<file path="config.mk">
export PLATFORM = sky130hd
export DESIGN_NAME = pool_sched_ctrl
export DESIGN_NICKNAME = d
export VERILOG_FILES = /design/src/rtl/pool_sched_ctrl.sv
export SDC_FILE = /design/constraint.sdc
export NUM_CORES = 1
export LEC_CHECK = 0
export ABC_CLOCK_PERIOD_IN_PS = 15870
export CAP_MARGIN = 20
export CORE_ASPECT_RATIO = 1.1
export CORE_MARGIN = 1
export CORE_UTILIZATION = 34
export DETAILED_ROUTE_END_ITERATION = 8
export PLACE_DENSITY_LB_ADDON = 0.3
export SYNTH_ARGS = -nofsm -noshare
export SYNTH_HDL_FRONTEND = slang
export SYNTH_SLANG_ARGS = --single-unit
export TNS_END_PERCENT = 50
</file>
<file path="constraint.sdc">
create_clock -name clk_i -period 15.87 [get_ports clk_i]
set_input_delay 2.3805 -clock clk_i [delete_from_list [all_inputs] [get_ports clk_i]]
set_output_delay 2.3805 -clock clk_i [all_outputs]
set_load 0.05 [all_outputs]
</file>
<file path="src/rtl/pool_sched_ctrl.sv">
// rtl/pool_sched_ctrl.sv - pooling window sequencer between feature SRAM and pool_window
//
// Walks a square image in a synchronous-read feature memory, gathers each
// non-overlapping ws x ws window into a window buffer, offers it to the
// pool_window unit with a valid/ready handshake and writes each pooled result
// to the output memory. Trailing rows/cols that do not fill a window are skipped.
//
// Ports:
//   clk_i, reset_ni          clock (rising edge), asynchronous active-low reset
//   start_i                  one-cycle start pulse, accepted only in IDLE
//   img_size_i, window_size_i  job configuration, sampled on accepted start
//   busy_o, done_o, err_o    job status; done/err are one-cycle pulses
//   mem_addr_o, mem_rd_o     feature memory read port
//   mem_rdata_i              read data, valid the cycle after mem_rd_o
//   win_data_o, win_size_o   window buffer and window side to pool_window
//   win_valid_o, win_ready_i window handshake
//   pool_result_i            pooled value, sampled at handshake
//   out_addr_o, out_data_o, out_we_o  output memory write port
module pool_sched_ctrl #(
  parameter int DATA_W  = 16,
  parameter int ADDR_W  = 10,
  parameter int MAX_IMG = 32,
  parameter int MAX_WIN = 5
) (
  input  logic                     clk_i,
  input  logic                     reset_ni,
  input  logic                     start_i,
  input  logic [15:0]              img_size_i,
  input  logic [15:0]              window_size_i,
  output logic                     busy_o,
  output logic                     done_o,
  output logic                     err_o,
  output logic [ADDR_W-1:0]        mem_addr_o,
  output logic                     mem_rd_o,
  input  logic signed [DATA_W-1:0] mem_rdata_i,
  output logic signed [DATA_W-1:0] win_data_o [0:MAX_WIN*MAX_WIN-1],
  output logic [15:0]              win_size_o,
  output logic                     win_valid_o,
  input  logic                     win_ready_i,
  input  logic signed [DATA_W-1:0] pool_result_i,
  output logic [ADDR_W-1:0]        out_addr_o,
  output logic signed [DATA_W-1:0] out_data_o,
  output logic                     out_we_o
);

  localparam int WIN_N = MAX_WIN * MAX_WIN;
  localparam int IDX_W = $clog2(WIN_N);

  typedef enum logic [2:0] {
    S_IDLE,
    S_FETCH,
    S_DRAIN,
    S_PRESENT,
    S_DONE
  } state_e;

  state_e state_q, state_d;
  logic [15:0] img_q, img_d;
  logic [15:0] ws_q, ws_d;
  logic        err_q, err_d;
  // Tile origin (row i, col j) and position (r, c) inside the window.
  logic [15:0] i_q, i_d, j_q, j_d;
  logic [15:0] r_q, r_d, c_q, c_d;
  logic [ADDR_W-1:0] tile_q, tile_d;
  // A read issued last cycle lands in the buffer at cap_idx this cycle.
  logic             cap_vld_q, cap_vld_d;
  logic [IDX_W-1:0] cap_idx_q, cap_idx_d;
  logic signed [DATA_W-1:0] win_q [0:WIN_N-1];
  logic signed [DATA_W-1:0] win_d [0:WIN_N-1];

  logic        cfg_ok;
  logic        tile_init;
  logic        row_end;
  logic        last_tile;
  logic [15:0] idx_full;
  logic [15:0] ws_sq;

  assign cfg_ok = (window_size_i >= 16'd1) && (window_size_i <= 16'(MAX_WIN)) &&
                  (img_size_i >= 16'd1) && (img_size_i <= 16'(MAX_IMG)) &&
                  (window_size_i <= img_size_i);

  // No further full window fits to the right / below the current one.
  assign row_end   = (j_q + (ws_q << 1)) > img_q;
  assign last_tile = row_end && ((i_q + (ws_q << 1)) > img_q);
  assign idx_full  = r_q * ws_q + c_q;

  always_comb begin
    state_d     = state_q;
    img_d       = img_q;
    ws_d        = ws_q;
    err_d       = err_q;
    i_d         = i_q;
    j_d         = j_q;
    r_d         = r_q;
    c_d         = c_q;
    tile_d      = tile_q;
    cap_vld_d   = 1'b0;
    cap_idx_d   = cap_idx_q;
    tile_init   = 1'b0;
    busy_o      = (state_q != S_IDLE);
    done_o      = 1'b0;
    err_o       = 1'b0;
    mem_rd_o    = 1'b0;
    mem_addr_o  = '0;
    win_valid_o = 1'b0;
    out_we_o    = 1'b0;
    out_addr_o  = '0;
    out_data_o  = '0;

    case (state_q)
      S_IDLE: begin
        if (start_i) begin
          img_d  = img_size_i;
          ws_d   = window_size_i;
          i_d    = '0;
          j_d    = '0;
          r_d    = '0;
          c_d    = '0;
          tile_d = '0;
          if (cfg_ok) begin
            err_d     = 1'b0;
            tile_init = 1'b1;
            state_d   = S_FETCH;
          end else begin
            err_d   = 1'b1;
            state_d = S_DONE;
          end
        end
      end

      S_FETCH: begin
        mem_rd_o   = 1'b1;
        mem_addr_o = ADDR_W'((i_q + r_q) * img_q + j_q + c_q);
        cap_vld_d  = 1'b1;
        cap_idx_d  = idx_full[IDX_W-1:0];
        if (c_q == ws_q - 16'd1) begin
          c_d = '0;
          if (r_q == ws_q - 16'd1) begin
            r_d     = '0;
            state_d = S_DRAIN;
          end else begin
            r_d = r_q + 16'd1;
          end
        end else begin
          c_d = c_q + 16'd1;
        end
      end

      S_DRAIN: begin
        state_d = S_PRESENT;
      end

      S_PRESENT: begin
        win_valid_o = 1'b1;
        if (win_ready_i) begin
          out_we_o   = 1'b1;
          out_addr_o = tile_q;
          out_data_o = pool_result_i;
          if (last_tile) begin
            state_d = S_DONE;
          end else begin
            tile_d    = tile_q + ADDR_W'(1);
            tile_init = 1'b1;
            state_d   = S_FETCH;
            if (row_end) begin
              j_d = '0;
              i_d = i_q + ws_q;
            end else begin
              j_d = j_q + ws_q;
            end
          end
        end
      end

      S_DONE: begin
        done_o  = 1'b1;
        err_o   = err_q;
        state_d = S_IDLE;
      end

      default: state_d = S_IDLE;
    endcase
  end

  // Window buffer: entries beyond ws*ws are cleared when a tile starts so the
  // pooling unit never sees stale data from an earlier, larger window.
  always_comb begin
    win_d = win_q;
    ws_sq = ws_d * ws_d;
    for (int k = 0; k < WIN_N; k++) begin
      if (tile_init && (16'(k) >= ws_sq)) begin
        win_d[k] = '0;
      end else if (cap_vld_q && (cap_idx_q == IDX_W'(k))) begin
        win_d[k] = mem_rdata_i;
      end
    end
  end

  always_ff @(posedge clk_i or negedge reset_ni) begin
    if (!reset_ni) begin
      state_q   <= S_IDLE;
      img_q     <= '0;
      ws_q      <= '0;
      err_q     <= 1'b0;
      i_q       <= '0;
      j_q       <= '0;
      r_q       <= '0;
      c_q       <= '0;
      tile_q    <= '0;
      cap_vld_q <= 1'b0;
      cap_idx_q <= '0;
      for (int k = 0; k < WIN_N; k++) begin
        win_q[k] <= '0;
      end
    end else begin
      state_q   <= state_d;
      img_q     <= img_d;
      ws_q      <= ws_d;
      err_q     <= err_d;
      i_q       <= i_d;
      j_q       <= j_d;
      r_q       <= r_d;
      c_q       <= c_d;
      tile_q    <= tile_d;
      cap_vld_q <= cap_vld_d;
      cap_idx_q <= cap_idx_d;
      win_q     <= win_d;
    end
  end

  assign win_data_o = win_q;
  assign win_size_o = ws_q;

endmodule

</file>
==> impl_metrics.tcl, run 1 <==
set metrics [dict create \
    p_sw_frac 0.5044 \
    clk_latency_ns 0.67 \
    drive_gt1_frac 0.05655 \
    fin_util 0.4391 \
    clock-sinks 516 \
    p_sw_mw 4.650 \
    drc_errors 0 \
    grt_max_degree 143 \
    sequentialPowerShare 0.239 \
    met2_length_mm 53.30 \
    yosysTopAreaCell "dfrtp_1" \
    coreArea_um2 93100 \
    period_share 0.7015 \
    relSlewSlack 0.2455 \
    wl_mm 109.7 \
    min_period_ns 11.13 \
    gr-total-overflow 0 \
    async_reset_ff_frac 1.000 \
    die_area_um2 95820 \
    ys.flop_type "dfrtp_1" \
    routedWlPerCell_um 21.98 \
    cts_tree "done" \
    cp.required_ns 16.38 \
    cpMostUsedCell "fa_1" \
    crit_fanout 62 \
    cts_setup_buffers 0 \
    timing_hold_violations_final 0 \
    worstHoldPathType "reg2reg" \
    power.leakage_nw 20.12 \
    via_count 25240 \
    synthToLayoutAreaGrowth_pct 27.14 \
    post_cts_resized 0 \
    setup-tns-final_ns 0 \
    wl_met1_mm 44.80 \
    crit_family "adder cells" \
    num_rows 117 \
    ys_seq_area_frac 0.4015 \
    finalNetCount 4065 \
    first_pass_iters 5 \
    wl_met3_mm 5.660 \
    r2r_slack_ns 6.22 \
    worst_pin_slew_ns 1.129 \
    stdcell_count 4989 \
    start_util 0.3454 \
    yosysTopAreaCellShare 0.4015 \
    ys_ff_latch 516 \
    place_area_um2 38720 \
    path_buf_inv 9 \
    ir_worst_vdd_uv 297.1 \
    hold_slack_ns 0.4862 \
    yosysWarnings 0 \
    status "finished, final reports clean" \
    clockBufferDepth 3 \
    first_iter_violations 1726 \
    setup_violations 0 \
    cts_root_buf "clkbuf_16" \
    crit_arrival_ns 11.64 \
    fp.dieW_um 295.2 \
    antenna_found_initial 1 \
    end_kind "flop" \
    netlist_area_um2 32160 \
    max_freq_ghz 0.08983 \
    syn_inst 3220 \
    power_density_nw_per_um2 225.5 \
    gp_congestion 0.9080 \
    pwr-share-comb 0.602 \
    numCtsBuffers 59 \
    worstSetupPathType "in2reg" \
    path_clk_slew_ns 0.06 \
    grt_usage 0.2256 \
    crit_path_start_kind "primary input" \
    io_buffers 525 \
    clock_skew_ns 0.05575 \
    die_h_um 324.6 \
    first_global_vias 24750 \
    synth_edf_count 0 \
    fin_area_um2 40880 \
    cell_internal_pwr_mw 4.569 \
    postCtsHoldBufs 0 \
    cts_max_level 2 \
    drv_slew 0 \
    cp_slowest_stage_delay_ns 0.74 \
    place_inst 4868 \
    highest_layer "met4" \
    rsz0062_at_grt "no" \
    drv_cap 0 \
    io_pins 526 \
    via_per_inst 5.060 \
    syn-num-nets 3602 \
    grt_pass1_wl_mm 162.8 \
    cp_slowest_cell "a2111oi_4" \
    place_hpwl_mm 78.63 \
    drtAntennaViolNets 0 \
    p_clk_frac 0.159 \
    synth.area.top_cells "dfrtp_1 40%, mux2i_1 13%, ha_1 7.7%" \
    ys_types 80 \
    syn_avg_cell_area_um2 9.987 \
]
[synth_stat cells, drive strengths merged (62+ instances only)]
cell type	count
fa	116
and3	62
nor2	488
mux2i	408
ha	198
clkbuf	139
nand2	216
o21ai	101
xnor2	105
dfrtp	516
a21oi	83
inv	259
[power groups by stage]
stage                     Sequential, mW  Clock, mW  Combinational [mW]
final                               2.20       1.47                5.55
after global placement              2.21          0                5.52
after floorplan                     3.95          0                1.87
after detailed placement            2.22          0                5.56
after global routing                2.27       1.55                5.85
after CTS                           2.20       1.51                5.57
[cell usage in the layout (no fill, tap or decap), types with 10 or more instances in the layout]
| cell | netlist | routed |
|---|---|---|
| and3_1 | 62 | 62 |
| nand2_1 | 216 | 216 |
| nor3_1 | 34 | 33 |
| mux2i_1 | 408 | 408 |
| xor2_1 | 52 | 52 |
| nor2b_1 | 17 | 17 |
| ha_1 | 198 | 198 |
| inv_1 | 258 | 258 |
| and2_1 | 37 | 37 |
| nand2b_1 | 25 | 25 |
| xnor2_1 | 105 | 105 |
| nand3_1 | 32 | 32 |
| fa_1 | 116 | 116 |
| dfrtp_1 | 516 | 516 |
| a21oi_1 | 83 | 83 |
| a21o_1 | 49 | 49 |
| nor2_1 | 487 | 481 |
| clkdlybuf4s50_1 | 0 | 517 |
| clkbuf_1 | 139 | 12 |
| or3_1 | 15 | 15 |
| o21ai_2 | 9 | 10 |
| o21ai_0 | 81 | 81 |
| clkbuf_16 | 0 | 59 |
| nand4_1 | 19 | 19 |
| nor3b_1 | 12 | 12 |
| buf_4 | 0 | 49 |
| o31ai_1 | 38 | 38 |
| nor4_1 | 16 | 14 |
| o21a_1 | 12 | 12 |
| clkinv_2 | 0 | 12 |
| a31oi_1 | 13 | 13 |
[cell families (layout without fill, tap and decap cells)]
group	after synthesis	in the layout	synth area share
simple gates	1008	1008	0.1416
flops	516	516	0.4015
buf+inv	438	949	0.05315
mux	408	408	0.1270
compound gates	369	369	0.07762
fa+ha+maj	314	314	0.1493
xor+xnor	167	167	0.04980
other cells	0	9	0
[layer usage]
layer,vias to the layer above,global-route usage
li1,11750,-
met1,12580,0.2801
met2,708,0.3800
met3,202,0.03311
met4,0,0.1122
met5,-,0
[flip-flops by register name, summed over array words and instances, names as in the netlist]
name        count
c_q            16
win_data_o    400
cap_vld_q       1
tile_q         10
win_size_o     16
i_q            16
cap_idx_q       5
r_q            16
err_q           1
state_q         3
img_q          16
j_q            16
[metrics by stage]
stage	total power, mW	setup WS [ns]
after global routing	9.676	4.126
after global placement	7.730	4.236
after floorplan	5.820	5.812
after detailed placement	7.778	4.119
final	9.219	4.738
after CTS	9.281	4.816
[final timing paths]
kind	start	to	depth (start not counted)
setup / recovery	start_i	win_data_o[312]$_DFFE_PN0P_	28
hold / removal	err_q$_DFFE_PN0P_	err_q$_DFFE_PN0P_	1
setup reg to reg	state_q[0]$_DFFE_PN0P_	win_data_o[312]$_DFFE_PN0P_	27
hold reg to reg	err_q$_DFFE_PN0P_	err_q$_DFFE_PN0P_	1
max in group asynchronous	reset_ni	win_data_o[253]$_DFFE_PN0P_	3
min in group asynchronous	reset_ni	win_size_o[15]$_DFF_PN0_	1
[layout make-up]
type | instances | area [um2]
tap | 1249 | 1563
clock buffer | 80 | 1645
timing repair buffer | 579 | 5694
sequential | 516 | 12910
inverter | 261 | 979.7
clock inverter | 29 | 429.2
multi-input combinational | 2266 | 17640
antenna | 9 | 22.52
fill | 9036 | 52220
No activity file was read; power rests on OpenSTA's default activity.
==> run 2, diff against run 1 <==
- ABC_CLOCK_PERIOD_IN_PS: 15870 -> 9870
- clock period: 15.87 -> 9.87 ns (I/O delays scaled with it)
==> run 2 against run 1 <==
Net effect: clock skew is 0.016 ns higher; critical path depth is 4 lower; clock-buffer cell count rose by 3; routed wire length grew 0.57%; cell count up 0.22%; global-route usage increased by 0.32 points; non-clock buffer count up 18; combinational power up 60%; sequential power increased by 62%; worst hold slack worse by 0.0075 ns; critical endpoint is now mem_addr_o[9].
==> impl_metrics.tcl, run 2 (synthesized netlist as in run 1, its figures left out) <==
set metrics [dict create \
    clockBufferDepth 3 \
    drc_errors 0 \
    wl_met1_mm 45.35 \
    setup_violations 0 \
    crit_path_start_kind "flop" \
    power.leakage_nw 20.30 \
    power_density_nw_per_um2 360.6 \
    path_clk_slew_ns 0.06 \
    p_sw_frac 0.5019 \
    place_hpwl_mm 79.26 \
    final_common_cell "dfrtp_1" \
    crit_arrival_ns 7.73 \
    final_cell_mix "516 x dfrtp_1, 515 x clkdlybuf4s50_1, 481 x nor2_1" \
    period_share 0.9337 \
    rsz0062_at_grt "no" \
    drv_slew 0 \
    sequentialPowerShare 0.240 \
    cts_setup_buffers 0 \
    drtAntennaViolNets 0 \
    gp_congestion 0.9020 \
    numCtsBuffers 59 \
    fp.dieW_um 295.2 \
    max_freq_ghz 0.1085 \
    met2_length_mm 53.67 \
    min_period_ns 9.215 \
    clock-sinks 516 \
    cell_internal_pwr_mw 7.397 \
    io_buffers 525 \
    worst_pin_slew_ns 1.094 \
    cts_tree "done" \
    drv_cap 0 \
    wl_met3_mm 5.748 \
    highest_layer "met5" \
    largest_reg_flops 400 \
    post_cts_resized 0 \
    p_sw_mw 7.454 \
    start_util 0.3454 \
    cp_slowest_stage_delay_ns 0.55 \
    coreArea_um2 93100 \
    timing_hold_violations_final 0 \
    clk_latency_ns 0.69 \
    routedWlPerCell_um 22.05 \
    via_per_inst 5.118 \
    worstSetupPathType "reg2out" \
    cp.required_ns 8.39 \
    die_h_um 324.6 \
    crit_family "adder cells" \
    path_buf_inv 5 \
    grt_usage 0.2288 \
    first_iter_violations 1599 \
    clock_skew_ns 0.07184 \
    place_ws_ns 0.2460 \
    first_global_vias 25150 \
    relSlewSlack 0.2686 \
    fin_ws_ns 0.6547 \
    cts_max_level 2 \
    io_pins 526 \
    grt_max_degree 160 \
    synthToLayoutAreaGrowth_pct 28.08 \
    wl_mm 110.3 \
    worstHoldPathType "reg2reg" \
    crit_fanout 9 \
    drive_gt1_frac 0.06292 \
    cpMostUsedCell "fa_1" \
    ir_worst_vdd_uv 451.4 \
    cp_slowest_cell "fa_1" \
    cts_root_buf "clkbuf_16" \
    finalNetCount 4083 \
    first_pass_iters 5 \
    grt_pass1_wl_mm 165.8 \
    die_area_um2 95820 \
    num-fill-cells 8970 \
    antenna_found_initial 4 \
    end_kind "primary output" \
    status "finished, final reports clean" \
    num_rows 117 \
    via_count 25590 \
    postCtsHoldBufs 0 \
    gr-total-overflow 0 \
    pwr-share-comb 0.597 \
    diodes 0 \
    setup-tns-final_ns 0 \
    path_cells "ha_1 > a211oi_1 > o21bai_1 > a2111oi_1 > nor2_1 > xor2_1 > and2_1 > fa_1 > inv_1 > fa_1 > inv_1 > fa_1 > fa_1 > inv_1 > fa_1 > inv_1 > ha_1 > nand2_1 > o21ai_0 > xnor3_1 > xnor3_1 > xnor2_1 > nor2_1 > dlymetal6s2s_1" \
    p_clk_frac 0.163 \
]
## run 2: changes by cell type in the layout (fill, tap and decap cells not counted), sizes merged
cell / previous run / this run
buf: 62 / 80
clkbuf: 80 / 83
clkdlybuf4s50: 517 / 515
diode: 9 / 0
dlymetal6s2s: 0 / 2
inv: 262 / 261
## run 2: power groups by stage
stage / combinational (mW) / sequential, mW / clock [mW]
2_1_floorplan: 3.00 / 6.36 / 0
3_3_place_gp: 8.85 / 3.57 / 0
3_5_place_dp: 8.91 / 3.58 / 0
4_1_cts: 8.94 / 3.56 / 2.48
5_1_grt: 9.40 / 3.66 / 2.56
6_report: 8.87 / 3.56 / 2.42
## run 2: path summary, 6_finish.rpt
kind,cells after the start,start,end,slack (ns)
setup / recovery,24,r_q[2]$_DFFE_PN0P_,mem_addr_o[9],0.65
hold / removal,1,err_q$_DFFE_PN0P_,err_q$_DFFE_PN0P_,0.48
setup reg to reg,28,state_q[0]$_DFFE_PN0P_,win_data_o[192]$_DFFE_PN0P_,1.52
hold reg to reg,1,err_q$_DFFE_PN0P_,err_q$_DFFE_PN0P_,0.48
max in group asynchronous,3,reset_ni,win_data_o[312]$_DFFE_PN0P_,7.00
min in group asynchronous,1,reset_ni,c_q[3]$_DFFE_PN0P_,0.84
## run 2: worst register-to-register path, delay by kind of cell, from the launching register on
family	cells	cell delay, ns
and+or+nand+nor	6	1.58
buffers and inverters	9	1.23
AOI/OAI and AO/OA	4	1.05
xor gates and xnor gates	1	0.14
muxes	1	0.32
DFF	1	0.54
adders and majority gates	7	3.34
## run 2: cell type report
cell class                 count  area [um2]  area share
multi-input combinational   2266       17640      0.4284
sequential                   516       12910      0.3135
timing repair buffer         597        5923      0.1438
clock buffer                  83        1727     0.04192
tap                         1249        1563     0.03794
inverter                     261       979.7     0.02379
clock inverter                28       437.9     0.01063
## run 2: stage by stage
step | instance area, um2 | instances | utilization | hold slack (ns) | power (mW)
global route | 41190 | 5000 | 0.4424 | 0.5242 | 15.63
global placement | 38940 | 4884 | 0.4183 | 0.4713 | 12.42
floorplan | 32160 | 3220 | - | 0.4560 | 9.359
detailed placement | 38970 | 4886 | 0.4186 | 0.4716 | 12.49
CTS | 41140 | 4997 | 0.4419 | 0.4844 | 14.97
finish | 41190 | 5000 | 0.4424 | 0.4787 | 14.85
## run 2: per-layer routing
| metal | global-route usage | up-vias |
|---|---|---|
| met2 | 0.3870 | 774 |
| met3 | 0.03571 | 217 |
| li1 | - | 11800 |
| met5 | 0 | - |
| met4 | 0.1018 | 2 |
| met1 | 0.2861 | 12800 |
